File: src/rtl/seq_gen_pkg.sv
// Shared definitions for the serial pattern generator.
// Latency: n/a (types and constants only).
// Backpressure: n/a.
package seq_pkg;

    localparam int PAT_W_DEF = 8;   // default pattern register width
    localparam int GAP_DEF   = 1;   // default idle cycles between repetitions
    localparam int CNT_W     = 4;   // width of len / reps / index / gap counters

    localparam logic [CNT_W-1:0] CNT_ONE = CNT_W'(1);

    typedef enum logic [1:0] {
        IDLE   = 2'd0,
        SEND   = 2'd1,
        GAP_ST = 2'd2,
        DONE   = 2'd3
    } state_t;

endpackage

File: src/rtl/seq_gen_if.sv
// Request/stream bundle between a pattern requester and seq_gen.
// Latency: n/a (wires only).
// Backpressure: none; start is a request sampled only while the generator is idle.
//   master: drives start/pattern/len/reps, observes dout/valid/busy/done
//   slave : the generator itself
interface seq_gen_if import seq_pkg::*; #(
    parameter int PAT_W = PAT_W_DEF
) ();
    logic             start;
    logic [PAT_W-1:0] pattern;
    logic [CNT_W-1:0] len;
    logic [CNT_W-1:0] reps;
    logic             dout;
    logic             valid;
    logic             busy;
    logic             done;

    modport master (
        output start, pattern, len, reps,
        input  dout, valid, busy, done
    );

    modport slave (
        input  start, pattern, len, reps,
        output dout, valid, busy, done
    );
endinterface

File: src/rtl/seq_gen_shift.sv
// Captured pattern register plus MSB-first bit-index down-counter.
// Latency: next_bit_o is the bit selected by the index value taking effect at the next edge.
// Backpressure: none; load has priority over reload, reload over decrement.
//   clk_i/rst_i        : clock, synchronous active-high reset (clears pattern, len, index)
//   load_i/pat_i/len_i : capture a new pattern and length, index <- len-1
//   reload_i           : index <- captured len-1 (start of next repetition)
//   dec_i              : index <- index-1
//   next_bit_o         : pattern bit at the upcoming index (feeds the registered dout)
//   idx_zero_o         : current index is 0 (last bit of a repetition on the line)
module seq_gen_shift import seq_pkg::*; #(
    parameter int PAT_W = PAT_W_DEF
) (
    input  logic             clk_i,
    input  logic             rst_i,
    input  logic             load_i,
    input  logic [PAT_W-1:0] pat_i,
    input  logic [CNT_W-1:0] len_i,
    input  logic             reload_i,
    input  logic             dec_i,
    output logic             next_bit_o,
    output logic             idx_zero_o
);

    logic [PAT_W-1:0] pat_q, pat_d;
    logic [CNT_W-1:0] len_q, len_d;
    logic [CNT_W-1:0] idx_q, idx_d;
    logic [PAT_W-1:0] shifted;

    always_comb begin
        pat_d = pat_q;
        len_d = len_q;
        idx_d = idx_q;
        if (load_i) begin
            pat_d = pat_i;
            len_d = len_i;
            idx_d = len_i - CNT_ONE;
        end else if (reload_i) begin
            idx_d = len_q - CNT_ONE;
        end else if (dec_i) begin
            idx_d = idx_q - CNT_ONE;
        end
        // Select via shift so the index width need not match log2(PAT_W).
        shifted    = pat_d >> idx_d;
        next_bit_o = shifted[0];
    end

    assign idx_zero_o = (idx_q == '0);

    always_ff @(posedge clk_i) begin
        if (rst_i) begin
            pat_q <= '0;
            len_q <= '0;
            idx_q <= '0;
        end else begin
            pat_q <= pat_d;
            len_q <= len_d;
            idx_q <= idx_d;
        end
    end

endmodule

File: src/rtl/seq_gen.sv
// Serial pattern generator: sends len bits of pattern MSB-first, reps times, GAP idle cycles apart.
// Latency: first bit on dout one cycle after the accepting edge; done after reps*len+(reps-1)*GAP+1 cycles.
// Backpressure: none; start outside IDLE (or with illegal len/reps) is dropped, never queued.
//   clock : single clock, rising edge
//   reset : synchronous active-high; wins over start
//   bus   : start/pattern/len/reps in; dout/valid/busy/done out (all registered)
module seq_gen import seq_pkg::*; #(
    parameter int PAT_W = PAT_W_DEF,
    parameter int GAP   = GAP_DEF
) (
    input  logic       clock,
    input  logic       reset,
    seq_gen_if.slave   bus
);

    localparam logic [CNT_W-1:0] LEN_MAX  = CNT_W'(PAT_W);
    localparam logic [CNT_W-1:0] GAP_LAST = (GAP > 0) ? CNT_W'(GAP - 1) : '0;

    state_t           state_q, state_d;
    logic [CNT_W-1:0] reps_q, reps_d;
    logic [CNT_W-1:0] gap_q, gap_d;
    logic             dout_q, dout_d;
    logic             valid_q, valid_d;
    logic             busy_q, busy_d;
    logic             done_q, done_d;

    logic             accept;
    logic             load, reload, dec;
    logic             next_bit, idx_zero;

    seq_gen_shift #(.PAT_W(PAT_W)) u_shift (
        .clk_i      (clock),
        .rst_i      (reset),
        .load_i     (load),
        .pat_i      (bus.pattern),
        .len_i      (bus.len),
        .reload_i   (reload),
        .dec_i      (dec),
        .next_bit_o (next_bit),
        .idx_zero_o (idx_zero)
    );

    assign accept = bus.start && (bus.len != '0) && (bus.len <= LEN_MAX) && (bus.reps != '0);

    always_comb begin
        state_d = state_q;
        reps_d  = reps_q;
        gap_d   = gap_q;
        load    = 1'b0;
        reload  = 1'b0;
        dec     = 1'b0;

        case (state_q)
            IDLE: begin
                if (accept) begin
                    load    = 1'b1;
                    reps_d  = bus.reps;
                    state_d = SEND;
                end
            end
            SEND: begin
                if (!idx_zero) begin
                    dec = 1'b1;
                end else if (reps_q > CNT_ONE) begin
                    reps_d = reps_q - CNT_ONE;
                    if (GAP > 0) begin
                        state_d = GAP_ST;
                        gap_d   = GAP_LAST;
                    end else begin
                        reload = 1'b1;   // back-to-back repetition
                    end
                end else begin
                    state_d = DONE;
                end
            end
            GAP_ST: begin
                // gap_q counts down from GAP-1, so this state lasts exactly GAP cycles.
                if (gap_q == '0) begin
                    reload  = 1'b1;
                    state_d = SEND;
                end else begin
                    gap_d = gap_q - CNT_ONE;
                end
            end
            DONE: begin
                state_d = IDLE;
            end
            default: begin
                state_d = IDLE;
            end
        endcase

        // Outputs are computed from the next state so they appear registered
        // in the same cycle the FSM occupies that state.
        dout_d  = (state_d == SEND) && next_bit;
        valid_d = (state_d == SEND);
        busy_d  = (state_d == SEND) || (state_d == GAP_ST);
        done_d  = (state_d == DONE);
    end

    always_ff @(posedge clock) begin
        if (reset) begin
            state_q <= IDLE;
            reps_q  <= '0;
            gap_q   <= '0;
            dout_q  <= 1'b0;
            valid_q <= 1'b0;
            busy_q  <= 1'b0;
            done_q  <= 1'b0;
        end else begin
            state_q <= state_d;
            reps_q  <= reps_d;
            gap_q   <= gap_d;
            dout_q  <= dout_d;
            valid_q <= valid_d;
            busy_q  <= busy_d;
            done_q  <= done_d;
        end
    end

    assign bus.dout  = dout_q;
    assign bus.valid = valid_q;
    assign bus.busy  = busy_q;
    assign bus.done  = done_q;

endmodule

File: src/flat_wrapper.sv
// flat-port wrapper written by rule: the top's interface ports become plain ports
module seq_gen_flat import seq_pkg::*;
#(
    parameter int PAT_W = PAT_W_DEF,
    parameter int GAP   = GAP_DEF
)
  (clock, reset, bus_start, bus_pattern, bus_len, bus_reps, bus_dout, bus_valid, bus_busy, bus_done);
  seq_gen_if #(.PAT_W(PAT_W)) bus_i ();
  input  logic clock;
  input  logic reset;
  input wire logic [$bits(bus_i.start)-1:0] bus_start;
  input wire logic [$bits(bus_i.pattern)-1:0] bus_pattern;
  input wire logic [$bits(bus_i.len)-1:0] bus_len;
  input wire logic [$bits(bus_i.reps)-1:0] bus_reps;
  output wire logic [$bits(bus_i.dout)-1:0] bus_dout;
  output wire logic [$bits(bus_i.valid)-1:0] bus_valid;
  output wire logic [$bits(bus_i.busy)-1:0] bus_busy;
  output wire logic [$bits(bus_i.done)-1:0] bus_done;
  assign bus_i.start = bus_start;
  assign bus_i.pattern = bus_pattern;
  assign bus_i.len = bus_len;
  assign bus_i.reps = bus_reps;
  assign bus_dout = bus_i.dout;
  assign bus_valid = bus_i.valid;
  assign bus_busy = bus_i.busy;
  assign bus_done = bus_i.done;
  seq_gen #(.PAT_W(PAT_W), .GAP(GAP)) u_core (.clock(clock), .reset(reset), .bus(bus_i));
endmodule
File: config.mk
export PLATFORM = sky130hd
export DESIGN_NAME = seq_gen_flat
export DESIGN_NICKNAME = d
export VERILOG_FILES = /design/src/rtl/seq_gen_pkg.sv /design/src/rtl/seq_gen_if.sv /design/src/rtl/seq_gen_shift.sv /design/src/rtl/seq_gen.sv /design/src/flat_wrapper.sv
export SDC_FILE = /design/constraint.sdc
export NUM_CORES = 1
export LEC_CHECK = 0
export CAP_MARGIN = 40
export CORE_ASPECT_RATIO = 1.2
export CORE_MARGIN = 3
export CORE_UTILIZATION = 40
export DETAILED_ROUTE_END_ITERATION = 7
export DONT_BUFFER_PORTS = 1
export PLACE_DENSITY = 0.66
export SLEW_MARGIN = 20
export SYNTH_ARGS = -nofsm -noshare
export SYNTH_HDL_FRONTEND = slang
export SYNTH_HIERARCHICAL = 1
export SYNTH_SLANG_ARGS = --single-unit
File: constraint.sdc
create_clock -name clock -period 2.25 [get_ports clock]
set_input_delay 0 -clock clock [delete_from_list [all_inputs] [get_ports clock]]
set_output_delay 0 -clock clock [all_outputs]
set_load 0.05 [all_outputs]
==> metrics.txt <==
Wirelength per Cell around 14 um; clk buf depth 2; Critical Path Fanout Max 7; min Tclk post-route between 2 and 2.5 ns; Clock transition at path regs around 0.070 ns; # IOs 23; final setup vio count 0; detailed placement HPWL 2.83 mm; design area about 2200 sq um; Post-Place Worst Slack -0.0469 ns; Placed Area 1960 sq um; TritonCTS Buffers 5; count of input and output buffers 0; Worst R2R End u_core/bus.dout; Synth Flop Type dfxtp_1; Die W between 60 and 70 um; Hold Path Depth 4; vias in the first global route around 1600; Crit path arrival time about 2.4 ns; worst stage delay on the critical path 0.40 ns; critical path data required time between 2 and 2.5 ns; Post-route DRC 0; Clock Skew approximately 0.007 ns; Util after Layout 51.7%; Final Net Count ~260; CTS tree yes; clk sink count 30; RSZ-0062 raised after global routing true; dpl cells roughly 270; Hold WC Path Type in -> reg; Hold Path Sink u_core/reps_q[2]; Yosys reg bits 30; root buffer cell clkbuf_8; max_slew headroom roughly 65%; reg2reg start u_core/gap_q[0]; Slew Viols, Final 0; Post-Route WL ~4.0 mm; Setup Fix Bufs, Post-CTS 0; Ant. Diodes 0; Post-Syn Nets 230; crit end category flip-flop; row count 26; clock network power share between 20% and 30%; post-synthesis sequential area ratio between 30% and 40%; sequential fraction of design power 39.3%; f_max 0.454 GHz; Unique masters post-synth between 40 and 50; number of flops mapped to enable cells by yosys 0; via/cell ratio between 5 and 6; 1st-pass router iterations 4; Max VDD drop roughly 0.00053 V; PnR worst setup slack 0.0463 ns; initial antenna violation count 0; CP Launch Type flip-flop; routing usage on met2 29.9%; Final Hold Vio Count 0; r2r worst-path depth 11; core footprint ~4300 sq um; Layout Cells excl Fill 291; effective utilization at floorplan between 40% and 50%; die footprint 5370 sq um; Syn Inst Count ~200; Fillers 436; max-cap viol count 0; first-pass GRT wire length ~6.8 mm; synthesized area per cell roughly 8.9 sq um; total track usage about 17%; Layout area overhead 23.5%; vias approximately 1500; Synth async-reset ratio 0%; R2R Setup Slk between 0.04 and 0.05 ns; slowest cell on the critical path or3b_4; Worst-Skew Late Latency 0.28 ns; synthesis warning total 6; busiest grt layer met2; combinational fraction of design power between 30% and 40%; met3 Usage GRT under 10%; total grt overflow 0; NetSw between 500 and 600 uW; GR Util met1 about 18%; Post-Syn Area 1810 sq um; Antenna Violating Nets Remaining 0; Die H 79.7 um; internal power about 1100 uW; CP Class reg -> reg; pwr dens slightly below 800 nW/um^2; Worst Hold Launch bus_reps[2]; H-tree Lvls 2; layout cells sized above 1 18.7%; slew at the pin closest to its max-slew limit approximately 0.53 ns; gpl congestion ~0.87; Detailed Route Iter0 Violations 42; Tcrit/Tclk final 97.9%; outcome finished, final reports clean; Cell Chain, Critical Path inv_1 -> ha_2 -> or3b_4 -> nor2_4 -> buf_6 -> nor2_2 -> and3_1 -> a2111o_1 -> nand2b_1 -> o22ai_1 -> and2_1; pin count of the biggest net entering global routing 30; Pleak between 0.0009 and 0.001 uW; Sw Ratio between 30% and 40%
## worst max path at each step
stage | slack [ns] | endpoint | depth (start not counted) | startpoint
3_3_place_gp | 0.04 | u_core/bus.dout | 11 | u_core/gap_q[0]
2_1_floorplan | 0.05 | u_core/bus.dout | 10 | u_core/u_shift/idx_q[0]
3_5_place_dp | -0.05 | u_core/bus.dout | 11 | u_core/gap_q[1]
4_1_cts | 0.004 | u_core/bus.dout | 11 | u_core/u_shift/idx_q[0]
5_1_grt | -0.10 | u_core/bus.dout | 11 | u_core/gap_q[0]
6_report | 0.05 | u_core/bus.dout | 11 | u_core/gap_q[0]
## cells by family (layout without fill, tap and decap cells)
family	after synthesis	count (layout)	share of synthesized area (%)
xor+xnor	6	6	3.94
flops	30	30	33.2
fa+ha+maj	8	8	5.53
mux	29	29	16.1
compound gates	32	32	12.4
simple gates	76	76	22.7
buf+inv	22	54	6.15
## final cells by class
type	instances	area, sq um	share of cell area [%]
inverters	11	41.3	1.85
clock inverters	2	12.5	0.560
repair buffers	35	299	13.4
flip-flops and latches	30	602	26.9
multi-input cells	151	1130	50.5
well taps	56	70.1	3.13
clock buffers	6	82.6	3.69
## critical path: cells and delay by family, from the launching register on
kind	cells	cell delay, ns
compound gates	2	0.41
buf+inv	2	0.19
flops	1	0.31
fa+ha+maj	1	0.18
simple gates	6	1.02
## power groups by stage
| stage | combinational, uW | clock, uW | sequential (uW) |
|---|---|---|---|
| 2_1_floorplan | 413 | 0 | 678 |
| 3_3_place_gp | 536 | 0 | 683 |
| 3_5_place_dp | 542 | 0 | 683 |
| 4_1_cts | 578 | 466 | 673 |
| 5_1_grt | 655 | 495 | 684 |
| 6_report | 589 | 456 | 675 |
## placed cells by master, fill, tap and decap left out, types with 2 or more instances in the layout
cell type and instances:
clkbuf_8 6, nor3_1 5, xnor2_1 4, nor3_2 2
a221oi_1 2, nor2_4 2, ha_1 7, o22ai_1 2
nand2b_1 4, o31ai_1 3, nand2_1 7, mux2i_1 28
a22oi_1 2, nand3b_1 2, buf_4 19, nor2_1 30
nor4_1 3, nor2b_1 7, nand3_1 2, dfxtp_1 29
a211oi_1 2, or3b_4 2, dlygate4sd3_1 14, a21oi_1 11
a22o_1 2, inv_1 11
## layer usage
metal  routed length, um  up-vias  part of all wire [%]
met5                   0        -                     0
met2                2140       18                    53
met1                1680      726                    42
li1                    -      773                     -
met4                  70        0                   1.7
met3                 136        8                   3.4
## what timing repair did
action | CTS | global route
hold buffers | 15 | 0
pin swaps | 1 | 0
setup endpoints to repair | 1 | 1
endpoints found under the hold margin | 30 | 0
resized for setup | 3 | 7
## cells in the mapped netlist, types with 2 or more instances
library cell   n  area (sq um)
nor2_1        33           124
dfxtp_1       30           601
mux2i_1       28           280
a21oi_1       11          55.1
inv_1         11          41.3
ha_1           8           100
nand2_1        7          26.3
nor2b_1        7          43.8
buf_2          5          25.0
nor3_1         5          25.0
nand2b_1       4          25.0
xnor2_1        4          35.0
buf_6          3          33.8
nor4_1         3          18.8
o31ai_1        3          22.5
or3b_1         3          26.3
a211oi_1       2          15.0
a221oi_1       2          17.5
a22o_1         2          17.5
a22oi_1        2          15.0
clkbuf_1       2          7.51
nand3_1        2          10.0
nand3b_1       2          15.0
nor3_2         2          20.0
nor3b_1        2          15.0
o22ai_1        2          12.5
## stage by stage
stage               hold slack, ns  TNS (ns)  total power, uW
floorplan                   0.0716         0             1090
global placement            0.0746         0             1220
detailed placement          0.0726   -0.0469             1220
CTS                        0.00835         0             1720
global route                0.0646    -0.101             1830
finish                     0.00797         0             1720
## flip-flops by register name (all words and copies together), names as in the netlist
register and cells:
u_core/u_shift/len_q 4, u_core/gap_q 4, u_core/u_shift/pat_q 8, u_core/bus.done 1, u_core/u_shift/idx_q 4, u_core/reps_q 4, u_core/bus.dout 1, u_core/state_q 2
u_core/bus.busy 1, u_core/bus.valid 1
Note: power is estimated with default switching activity, not from simulation.
